<file path="src/rtl/ultrasonic_multi.sv">
// Round-robin multi-channel ultrasonic ranger (HC-SR04 style sensors).
// One shared FSM triggers each channel in turn, times the echo pulse in
// microseconds and publishes the distance in cm per channel.
module ultrasonic_multi #(
  parameter int CLK_HZ     = 100_000_000,
  parameter int N_CH       = 4,
  parameter int TRIG_US    = 12,
  parameter int TIMEOUT_US = 30_000,
  parameter int GAP_US     = 10_000,
  parameter int DIST_W     = 16
) (
  input  logic                     clk,
  input  logic                     reset_p,
  input  logic                     enable,
  input  logic [N_CH-1:0]          echo,
  output logic [N_CH-1:0]          trig,
  output logic [N_CH*DIST_W-1:0]   distance_cm,
  output logic [N_CH-1:0]          dist_valid,
  output logic [N_CH-1:0]          err,
  output logic                     busy
);

  localparam int DIV_RAW = CLK_HZ / 1_000_000;
  localparam int DIV     = (DIV_RAW < 1) ? 1 : DIV_RAW;
  localparam int DIV_W   = (DIV > 1) ? $clog2(DIV) : 1;
  localparam int CNT_A   = (GAP_US > TIMEOUT_US) ? GAP_US : TIMEOUT_US;
  localparam int CNT_MAX = (CNT_A > TRIG_US) ? CNT_A : TRIG_US;
  localparam int CNT_W   = $clog2(CNT_MAX + 1);
  localparam int CH_W    = (N_CH > 1) ? $clog2(N_CH) : 1;
  // Quotient width must hold the count, the result and the constant 58.
  localparam int QW_A    = (CNT_W > DIST_W) ? CNT_W : DIST_W;
  localparam int QW      = (QW_A > 7) ? QW_A : 7;

  typedef enum logic [2:0] {IDLE, GAP, TRIG, WAIT_RISE, MEASURE, DONE} state_t;

  state_t            state_q;
  logic [DIV_W-1:0]  div_q;
  logic [CNT_W-1:0]  cnt_q;
  logic [CH_W-1:0]   ch_q;
  logic [N_CH-1:0]   trig_q;
  logic [N_CH-1:0]   sync1_q;
  logic [N_CH-1:0]   sync2_q;
  logic              sel_prev_q;

  logic              tick;
  logic              sel_s;
  logic              rise;
  logic              fall;
  logic              cnt_to;
  logic              fin_ok;
  logic              fin_to;
  logic [QW-1:0]     quot;
  logic [DIST_W-1:0] dist_sat;

  assign tick = (div_q == DIV_W'(DIV - 1));

  // Free-running microsecond prescaler.
  always_ff @(posedge clk) begin
    if (reset_p) begin
      div_q <= '0;
    end else if (tick) begin
      div_q <= '0;
    end else begin
      div_q <= div_q + DIV_W'(1);
    end
  end

  // Two-flop synchronisers on every echo pin.
  always_ff @(posedge clk) begin
    if (reset_p) begin
      sync1_q <= '0;
      sync2_q <= '0;
    end else begin
      sync1_q <= echo;
      sync2_q <= sync1_q;
    end
  end

  // Pick the synchronised echo of the channel currently being served.
  always_comb begin
    sel_s = 1'b0;
    for (int k = 0; k < N_CH; k++) begin
      if (ch_q == CH_W'(k)) sel_s = sync2_q[k];
    end
  end

  // sel_prev_q follows the selected echo every cycle, so an echo that is
  // already high when WAIT_RISE starts never looks like a rising edge.
  assign rise   = sel_s & ~sel_prev_q;
  assign fall   = ~sel_s & sel_prev_q;
  assign cnt_to = tick && (cnt_q >= CNT_W'(TIMEOUT_US - 1));
  assign fin_ok = (state_q == MEASURE) && fall;
  assign fin_to = ((state_q == WAIT_RISE) && !rise && cnt_to) ||
                  ((state_q == MEASURE) && !fall && cnt_to);

  assign quot     = QW'(cnt_q) / QW'(58);
  assign dist_sat = (quot > QW'({DIST_W{1'b1}})) ? '1 : quot[DIST_W-1:0];

  // Measurement sequencer: gap, trigger, wait for echo, time echo, publish.
  always_ff @(posedge clk) begin
    if (reset_p) begin
      state_q    <= IDLE;
      cnt_q      <= '0;
      ch_q       <= '0;
      trig_q     <= '0;
      sel_prev_q <= 1'b0;
    end else begin
      sel_prev_q <= sel_s;
      case (state_q)
        IDLE: begin
          if (enable) begin
            state_q <= GAP;
            cnt_q   <= '0;
          end
        end
        GAP: begin
          if (tick) begin
            if (cnt_q >= CNT_W'(GAP_US - 1)) begin
              state_q <= TRIG;
              cnt_q   <= '0;
              trig_q  <= N_CH'(1) << ch_q;
            end else begin
              cnt_q <= cnt_q + CNT_W'(1);
            end
          end
        end
        TRIG: begin
          if (tick) begin
            if (cnt_q >= CNT_W'(TRIG_US - 1)) begin
              state_q <= WAIT_RISE;
              cnt_q   <= '0;
              trig_q  <= '0;
            end else begin
              cnt_q <= cnt_q + CNT_W'(1);
            end
          end
        end
        WAIT_RISE: begin
          if (rise) begin
            // The detecting cycle already lies inside the pulse, so its
            // tick is part of the measured width.
            state_q <= MEASURE;
            cnt_q   <= tick ? CNT_W'(1) : '0;
          end else if (fin_to) begin
            state_q <= DONE;
          end else if (tick) begin
            cnt_q <= cnt_q + CNT_W'(1);
          end
        end
        MEASURE: begin
          if (fin_ok || fin_to) begin
            state_q <= DONE;
          end else if (tick) begin
            cnt_q <= cnt_q + CNT_W'(1);
          end
        end
        DONE: begin
          ch_q    <= (ch_q == CH_W'(N_CH - 1)) ? '0 : ch_q + CH_W'(1);
          cnt_q   <= '0;
          state_q <= enable ? GAP : IDLE;
        end
        default: begin
          state_q <= IDLE;
          trig_q  <= '0;
        end
      endcase
    end
  end

  assign trig = trig_q;
  assign busy = (state_q != IDLE);

  // Per-channel result registers, written on the edge that ends a measurement.
  generate
    for (genvar gi = 0; gi < N_CH; gi++) begin : g_ch
      logic [DIST_W-1:0] dist_q;
      logic              err_q;
      logic              valid_q;
      logic              sel_c;

      assign sel_c = (ch_q == CH_W'(gi));

      // Latch distance/err and pulse valid for this channel.
      always_ff @(posedge clk) begin
        if (reset_p) begin
          dist_q  <= '0;
          err_q   <= 1'b0;
          valid_q <= 1'b0;
        end else begin
          valid_q <= sel_c && (fin_ok || fin_to);
          if (sel_c && fin_ok) begin
            dist_q <= dist_sat;
            err_q  <= 1'b0;
          end else if (sel_c && fin_to) begin
            err_q <= 1'b1;
          end
        end
      end

      assign distance_cm[gi*DIST_W +: DIST_W] = dist_q;
      assign err[gi]                          = err_q;
      assign dist_valid[gi]                   = valid_q;
    end
  endgenerate

endmodule

</file>
<file path="config.mk">
export PLATFORM = sky130hd
export DESIGN_NAME = ultrasonic_multi
export DESIGN_NICKNAME = d
export VERILOG_FILES = /design/src/rtl/ultrasonic_multi.sv
export SDC_FILE = /design/constraint.sdc
export NUM_CORES = 1
export LEC_CHECK = 0
export ABC_AREA = 1
export BUFFER_PORTS_ARGS = -buffer_cell sky130_fd_sc_hd__buf_2
export CAP_MARGIN = 20
export CORE_ASPECT_RATIO = 0.8
export CORE_UTILIZATION = 45
export DETAILED_ROUTE_END_ITERATION = 8
export PLACE_DENSITY = 0.76
export SLEW_MARGIN = 20
export SYNTH_ARGS = -nofsm -noshare
export SYNTH_HDL_FRONTEND = slang
export SYNTH_SLANG_ARGS = --single-unit
</file>
<file path="constraint.sdc">
create_clock -name clk -period 12.05 [get_ports clk]
set_clock_uncertainty 0.15 [all_clocks]
set_input_delay 1.8075 -clock clk [delete_from_list [all_inputs] [get_ports clk]]
set_output_delay 1.8075 -clock clk [all_outputs]
set_load 0.05 [all_outputs]
</file>
==> results.txt, run 1 <==
The largest stage delay on the critical path came out at roughly 0.63 ns. The clock latency at the later pin of the worst-skew pair is between 0.3 and 0.4 ns. The top fanout value on the critical path is 9.

The number of nets in the layout is ~870. The worst register-to-register path ends at g_ch[0].dist_q[0]. The post-route worst setup slack came out at 6.976 ns.

The total power after layout came out at around 1.2 mW. The internal power came out at ~640 µW. The worst ir drop on vdd came out at 0.1414 mV.

In the final layout, flip-flops and latches occupy 1762 µm². For this design, the sink count on the clock tree is 88. The library cells used most frequently in the layout, excluding fill and tap cells, are sky130_fd_sc_hd__nand2_1 (160), sky130_fd_sc_hd__inv_1 (106), sky130_fd_sc_hd__dfxtp_1 (88). Setup repair after global routing left no endpoint under its margin. The total of max-cap violations is 0. The detail route stage leaves a number of antenna-violating nets equal to 0.

The share of cells above drive strength 1 is approximately a fifth. The deepest clock path buffer count came out at 2. The count of vias placed by the detailed router is 5,237. The die covers between 10,000 and 15,000 µm².

Yosys mapped the design onto 55 distinct sky130hd cell types. The count of cells resized by post-cts repair came out at 0. The first global-routing pass estimated between 20 and 25 mm of wire. The multi-input combinational cells in the finished layout cover a total of 3098 µm². The TritonCTS clock tree is yes. The commonest register cell after synthesis is sky130_fd_sc_hd__dfxtp_1. Tracing the worst setup path back leads to its startpoint at cnt_q[10]. The final critical delay including setup and external delays is 5.074 ns. The run finished with clean final reports. After synthesis, the mean cell area works out to 6.881 µm². The number of warnings reported in the yosys synthesis log came out at 0.

For the worst setup path, the data required time is 12.14 ns. The number of optimization iterations in the first detailed-route pass is 5. In this run switching power makes up a little under half of total power. The slowest stage cell on the critical path is sky130_fd_sc_hd__dfxtp_1.

The synthesized instance count came out at 815. The final core utilization is 50.46%. The area growth from synthesis to layout is 9.438%. The die extent in y came out at 101.8 µm. The power share of the combinational group came out at 47.0%. In this run the most critical hold path is launched from sync1_q[2]. The data arrival at the endpoint of the critical path came out at 5.16 ns.

Global routing consumed, over all layers together, 20.16% of the routing resources. The async set-or-reset flop fraction in the synthesized netlist is 0%. The floorplan has 36 rows.

The via count of the first global-routing pass is 4,524. The transition time at the pin with the least slew margin is 0.8305 ns. At the placement stage, the worst setup path has a slack of 7.072 ns.

The routability congestion estimate came out at 0.8871. After routing the design area is 6137 µm². The DRC violations left is 0. The overall die width came out at 126.8 µm.

The combined area of all synthesized cells came out at 5608 µm². The most common cell after layout, fill and taps aside is sky130_fd_sc_hd__nand2_1. STA classifies the critical path endpoint as a register.

The ratio of routed vias to standard cells came out at 5.155. The post-route setup TNS came out at 0 ns. The sequential cell area fraction in the yosys report came out at between 30% and 40%. The worst reg2reg path depth came out at 40. The remaining global-route overflow came out at 0.

The clock transition time at the flip-flop clock pins of the worst setup and hold paths is 0.07 ns. The number of buffers added to fix hold violations after cts came out at 0. The final hold slack came out at 0.2534 ns.

The number of pins with negative max-slew slack in the final report was 0. The power per cell area came out at 195.1 nW/µm². Based on the critical path, the design can be clocked at up to 197.1 MHz. The kind of start point of the critical path is a register. 0 antenna diodes ended up in the layout. Fill cells in the final layout number 1,196. The number of post-CTS setup repair buffers came out at 0. The number of synthesized register bits came out at 88.

The detailed-route wire length came out at 12.98 mm. The sequential fraction of design power is about 28%. The number of I/O pins came out at 84. Yosys mapped a number of flops with a built-in enable equal to 0. The final cycle utilization of the critical path is 42.11%.

The number of antenna violations at the first check in global routing is 0. The root buffer cell is sky130_fd_sc_hd__clkbuf_16. The total clock buffers created by CTS came out at 9. Setup violations remaining at the end of the flow were counted as 0.

Entering global routing, the biggest net connects 34 pins. The critical path ends at g_ch[0].dist_q[0]. For this configuration, the core starts out at a cell density of 46.11%. Across all register-to-register paths, the minimum setup slack is ~7.0 ns.

The post-route non-filler standard cell count is 1,016. The cell repeated most along the worst path is sky130_fd_sc_hd__nand2_1. The core box area is 12,160 µm².

The launching point of the worst reg2reg path is cnt_q[10]. The number of failing hold endpoints at the final stage is 0. The half-perimeter wire length of the detailed placement result is 9.832 mm. The clock share of power came out at 24.5%.

The final routed wire length divided by cell count is approximately 13 µm. The number of placed instances with taps included came out at ~1,000. The leakage dissipation is 2.949 nW. The H-tree was split into 3 levels. The type of the worst setup path is register to register. The net switching power of the design came out at between 500 and 600 µW.

After the first detailed-routing iteration, the DRC count stood at a little over 400. The total of buffers placed on input and output ports came out at 59. The relative slew slack came out at 44.05%. The path class of the tightest hold or removal check is register to register.

The post-place instance area is approximately 5800 µm².
-- worst max-delay path: cells and delay by family (launching register included) --
family | cells | cell delay, ns
compound gates | 3 | 0.63
flops | 1 | 0.63
buf+inv | 5 | 0.56
simple gates | 32 | 3.01
-- per-layer routing --
metal | wire length [µm] | global-route usage, %
met1 | 6482 | 28.98
met2 | 5501 | 30.09
met4 | 214 | 6.319
met5 | 0 | 0
met3 | 776 | 4.293
-- state kept, by name, summed over array words and instances (netlist names) --
| name | cells |
|---|---|
| g_ch.dist_q | 40 |
| cnt_q | 15 |
| div_q | 7 |
| g_ch.err_q | 4 |
| g_ch.valid_q | 4 |
| sync1_q | 4 |
| sync2_q | 4 |
| trig | 4 |
| state_q | 3 |
| ch_q | 2 |
| sel_prev_q | 1 |
-- power by group through the flow --
stage | sequential (mW) | combinational (mW) | clock [mW]
floorplan | 0.333 | 0.466 | 0
global placement | 0.346 | 0.548 | 0
global route | 0.344 | 0.630 | 0.306
detailed placement | 0.347 | 0.550 | 0
finish | 0.341 | 0.563 | 0.293
CTS | 0.340 | 0.556 | 0.298
-- cell families after synthesis --
kind of cell / count (synthesis) / synth area share, %
other: 1 / 0.06687
adder cells (fa/ha/maj): 8 / 1.785
buffers and inverters: 177 / 14.88
AO/OA/AOI/OAI: 149 / 16.51
flip-flops: 88 / 31.41
XOR/XNOR: 13 / 2.030
AND/OR/NAND/NOR: 379 / 33.31
-- how the worst min path moves through the flow --
stage / end / slack, ns / depth (start not counted)
3_3_place_gp: sync2_q[2] / 0.24 / 2
6_report: sync2_q[2] / 0.25 / 2
3_5_place_dp: sync2_q[2] / 0.25 / 2
2_1_floorplan: sync2_q[0] / 0.24 / 2
4_1_cts: sync2_q[2] / 0.26 / 2
5_1_grt: sync2_q[2] / 0.28 / 2
-- area by class of cell --
cell class / count / area share [%]
clock buffer: 10 / 3.894
inverter: 128 / 7.829
timing repair buffer: 59 / 4.811
multi-input combinational: 573 / 50.48
tap: 152 / 3.099
sequential: 88 / 28.71
clock inverter: 6 / 1.182
-- cells in the mapped netlist (2+ instances only) --
| master | number | share of area [%] |
|---|---|---|
| sky130_fd_sc_hd__nand2_2 | 33 | 3.7 |
| sky130_fd_sc_hd__a311oi_1 | 2 | 0.31 |
| sky130_fd_sc_hd__a22oi_1 | 2 | 0.27 |
| sky130_fd_sc_hd__o2111ai_1 | 2 | 0.31 |
| sky130_fd_sc_hd__nand3_2 | 14 | 2.5 |
| sky130_fd_sc_hd__a21oi_1 | 34 | 3.0 |
| sky130_fd_sc_hd__a22o_1 | 4 | 0.62 |
| sky130_fd_sc_hd__o21a_1 | 4 | 0.54 |
| sky130_fd_sc_hd__a211oi_1 | 7 | 0.94 |
| sky130_fd_sc_hd__nor3_1 | 21 | 1.9 |
| sky130_fd_sc_hd__nand3_1 | 42 | 3.7 |
| sky130_fd_sc_hd__o21ai_0 | 54 | 4.8 |
| sky130_fd_sc_hd__buf_6 | 3 | 0.60 |
| sky130_fd_sc_hd__buf_4 | 39 | 5.2 |
| sky130_fd_sc_hd__dfxtp_1 | 88 | 31 |
| sky130_fd_sc_hd__ha_1 | 8 | 1.8 |
| sky130_fd_sc_hd__xor2_1 | 13 | 2.0 |
| sky130_fd_sc_hd__nand3_4 | 2 | 0.62 |
| sky130_fd_sc_hd__nor4_1 | 3 | 0.33 |
| sky130_fd_sc_hd__a21oi_2 | 4 | 0.62 |
| sky130_fd_sc_hd__o311ai_0 | 2 | 0.31 |
| sky130_fd_sc_hd__a221oi_1 | 2 | 0.31 |
| sky130_fd_sc_hd__nand2_4 | 4 | 0.80 |
| sky130_fd_sc_hd__a31oi_1 | 6 | 0.67 |
| sky130_fd_sc_hd__inv_1 | 106 | 7.1 |
| sky130_fd_sc_hd__nand2_1 | 160 | 11 |
| sky130_fd_sc_hd__o21ai_2 | 6 | 0.94 |
| sky130_fd_sc_hd__inv_2 | 18 | 1.2 |
| sky130_fd_sc_hd__nand4_1 | 13 | 1.5 |
| sky130_fd_sc_hd__nor2_1 | 67 | 4.5 |
| sky130_fd_sc_hd__clkinv_1 | 4 | 0.27 |
| sky130_fd_sc_hd__o21ai_1 | 6 | 0.54 |
| sky130_fd_sc_hd__nand3b_1 | 2 | 0.27 |
| sky130_fd_sc_hd__a32oi_1 | 4 | 0.62 |
| sky130_fd_sc_hd__nor2_4 | 3 | 0.60 |
| sky130_fd_sc_hd__o22ai_1 | 2 | 0.22 |
| sky130_fd_sc_hd__nor2_2 | 7 | 0.78 |
| sky130_fd_sc_hd__clkbuf_1 | 6 | 0.40 |
| sky130_fd_sc_hd__nor2_8 | 2 | 0.71 |
Power figures use the tool's default switching activity.
==> run 2: changes to the inputs <==
==> constraint.sdc (replaced) <==
create_clock -name clk -period 4.7 [get_ports clk]
set_clock_uncertainty 0.15 [all_clocks]
set_input_delay 0.705 -clock clk [delete_from_list [all_inputs] [get_ports clk]]
set_output_delay 0.705 -clock clk [all_outputs]
set_load 0.05 [all_outputs]
==> results.txt, run 2 (same netlist as run 1, synthesis figures left out) <==
The flow ran to the end, but the final reports show violations. The final reports fail on setup timing. The power per cell area came out at 510.9 nW/µm² (+160%).

The top fanout value on the critical path is 7 (-2). The final cycle utilization of the critical path is 104.8% (+63 points). The number of antenna violations at the first check in global routing is 0 (unchanged).

The number of antenna repair diodes was 0 (unchanged). The required arrival time at the worst endpoint came out at 4.83 ns (-7.31 ns). The remaining global-route overflow is 0 (unchanged). The all-layer global routing usage is 20.61% (+0.45 points). In the final layout, the registers with the most flip-flops are g_ch.dist_q (40), cnt_q (15), div_q (7). The clock transition time at the flip-flop clock pins of the worst setup and hold paths came out at 0.07 ns (about the same). The leakage dissipation is 3.301 nW (+12%). The count of routing violations after the opening detailed-route iteration is 469 (+14%). The number of placed instances with taps included came out at 1,019 (+1.9%). The total clock buffers created by CTS came to 9 (unchanged).

The worst reg2reg path depth came to 36 (-10%). The largest stage delay on the critical path came to 0.40 ns (-0.23 ns). The total number of placement rows came out at 36 (unchanged). The maximum clock frequency came to 203.0 MHz (+3.0%). The ratio of routed vias to standard cells is 5.307 (+3.0%).

The relative slew slack is 46.86% (+2.8 points). The number of I/O pins came out at 84 (unchanged). In this run the clock root is driven by a sky130_fd_sc_hd__clkbuf_16. The endpoint type of the worst setup path is a register. The post-route non-filler standard cell count came to 1,049 (+3.2%).

The via count of the first global-routing pass came out at 4,743 (+4.8%). The number of failing hold endpoints at the final stage is 0 (unchanged). The number of instances on the worst hold path was 2 (unchanged). The number of clock sinks is 88 (unchanged). The largest register by flop count is g_ch.dist_q. The detailed-route wire length came to 14.76 mm (+14%). STA classifies the critical path startpoint as a register. The combined buffer and inverter count along the critical path was 4 (-1). The data arrival at the endpoint of the critical path was 5.05 ns (-0.11 ns).

The sequential cell area in the final layout was 1778 µm² (+0.92%). The total power after layout came to 3.517 mW (+190%). In this run the worst hold path is classified as register to register. TritonCTS built the clock tree.

The final critical delay including setup and external delays came to 4.927 ns (-0.1472 ns). The transition time at the pin with the least slew margin is 0.7887 ns (-0.04173 ns). The footprint of the multi-input gates is 3555 µm² (+15%). The clock latency at the later pin of the worst-skew pair is 0.34 ns (about the same). The routability congestion estimate came out at 0.9185 (+3.5%). The number of flip-flops in the largest register is 40 (unchanged).

The half-perimeter wire length of the detailed placement result is 10.14 mm (+3.2%). The pin count of the biggest net entering global routing came out at 34 (unchanged). The total of buffers placed on input and output ports came out at 59 (unchanged). Leaving out fill and tap cells, the most frequent cell in the layout is sky130_fd_sc_hd__nand2_1. Among all stages on the critical path, the largest delay is contributed by sky130_fd_sc_hd__dfxtp_4. The initial core utilization is 46.11% (unchanged). The wire length of the first global-routing pass came out at 21.96 mm (+3.7%).

The worst ir drop on vdd is 0.4671 mV (+230%). The post-route worst setup slack came to -0.2266 ns (-7.203 ns). The filler cell count was 1,074 (-10%). The number of pins with negative max-slew slack in the final report came out at 0 (unchanged). The count of vias placed by the detailed router was 5,567 (+6.3%). The area added between synthesis and finish is 22.74%. The DRC violations left came to 0 (unchanged). The number of failing setup endpoints in the final timing report was 7 (+7). In this design, the largest share of critical-path delay is due to simple AND/OR/NAND/NOR gates. The post-route setup TNS is -1.233 ns (-1.233 ns). The die outline area is 12,920 µm² (unchanged).

The deepest clock path buffer count came out at 2 (unchanged). The number of nets in the layout came out at 908 (+3.9%). The share of cells above drive strength 1 is 29.32% (+9.4 points). The cell count along the critical path came out at 36 (-10%). By startpoint and endpoint, the worst setup path is classified as register to register. The number of optimization iterations in the first detailed-route pass is 6 (+1). The remaining antenna violation count came out at 0 (unchanged). Setup repair after global routing could not meet its margin everywhere.

The final routed wire length divided by cell count is 14.07 µm (+10%). The core box area came out at 12,160 µm² (unchanged). The number of levels the H-tree was split into is 3 (unchanged). The total of max-cap violations is 0 (unchanged). Leaving out fill and tap cells, the most frequent cells in the layout are sky130_fd_sc_hd__nand2_1 (133), sky130_fd_sc_hd__inv_1 (103), sky130_fd_sc_hd__dfxtp_1 (83). The overall die width is 126.8 µm (unchanged).

The die extent in y is 101.8 µm (unchanged).
## run 2: final cells by class
type,instances,area share (%)
Tap cell,152,2.763
Clock inverter,5,0.9453
Multi-Input combinational cell,573,51.65
Inverter,128,7.162
Clock buffer,10,3.472
Timing Repair Buffer,93,8.180
Sequential cell,88,25.83
## run 2: metrics by stage
| step | hold slack (ns) | instance area [µm²] | worst slack (ns) | utilization (%) |
|---|---|---|---|---|
| 3_3_place_gp | 0.2395 | 5981 | 0.05456 | 49.18 |
| 2_1_floorplan | 0.2383 | 5694 | 0.5091 | - |
| 3_5_place_dp | 0.2466 | 5981 | -0.07067 | 49.18 |
| 4_1_cts | 0.2561 | 6311 | 0.001362 | 51.89 |
| 6_report | 0.2518 | 6883 | -0.2266 | 56.59 |
| 5_1_grt | 0.2701 | 6883 | -0.5252 | 56.59 |
## run 2: final timing paths
path                  endpoint  slack (ns)       start
max          g_ch[3].dist_q[0]       -0.23   cnt_q[13]
min                 sync2_q[1]        0.25  sync1_q[1]
max reg2reg  g_ch[3].dist_q[0]       -0.23   cnt_q[13]
min reg2reg         sync2_q[1]        0.25  sync1_q[1]
## run 2: per-layer routing
| metal | track usage, % | vias to the layer above | wire length (µm) |
|---|---|---|---|
| li1 | - | 2745 | - |
| met1 | 29.47 | 2587 | 6901 |
| met2 | 32.76 | 211 | 6829 |
| met3 | 3.665 | 24 | 846 |
| met4 | 3.846 | 0 | 181 |
| met5 | 0 | - | 0 |
## run 2: tightest hold or removal path, delay by kind of cell (launching register included)
kind | cells | cell delay (ns)
flip-flops | 1 | 0.30
buffers and inverters | 1 | 0.04
AND/OR/NAND/NOR | 1 | 0.03
## run 2: power breakdown
group / internal [mW] / leakage [nW] / switching, mW / total, mW
Sequential: 0.796 / 0.716 / 0.0730 / 0.869
Combinational: 0.611 / 2.44 / 1.31 / 1.92
Clock: 0.428 / 0.149 / 0.300 / 0.728
Total: 1.84 / 3.30 / 1.68 / 3.52
## run 2: repair_timing
action,4_1_cts,5_1_grt
resized for setup,9,105
hold endpoints to repair,0,0
cloned,0,0
setup buffers,0,15
hold buffers,0,0
endpoints found under the setup margin,7,8
pin swaps,1,44
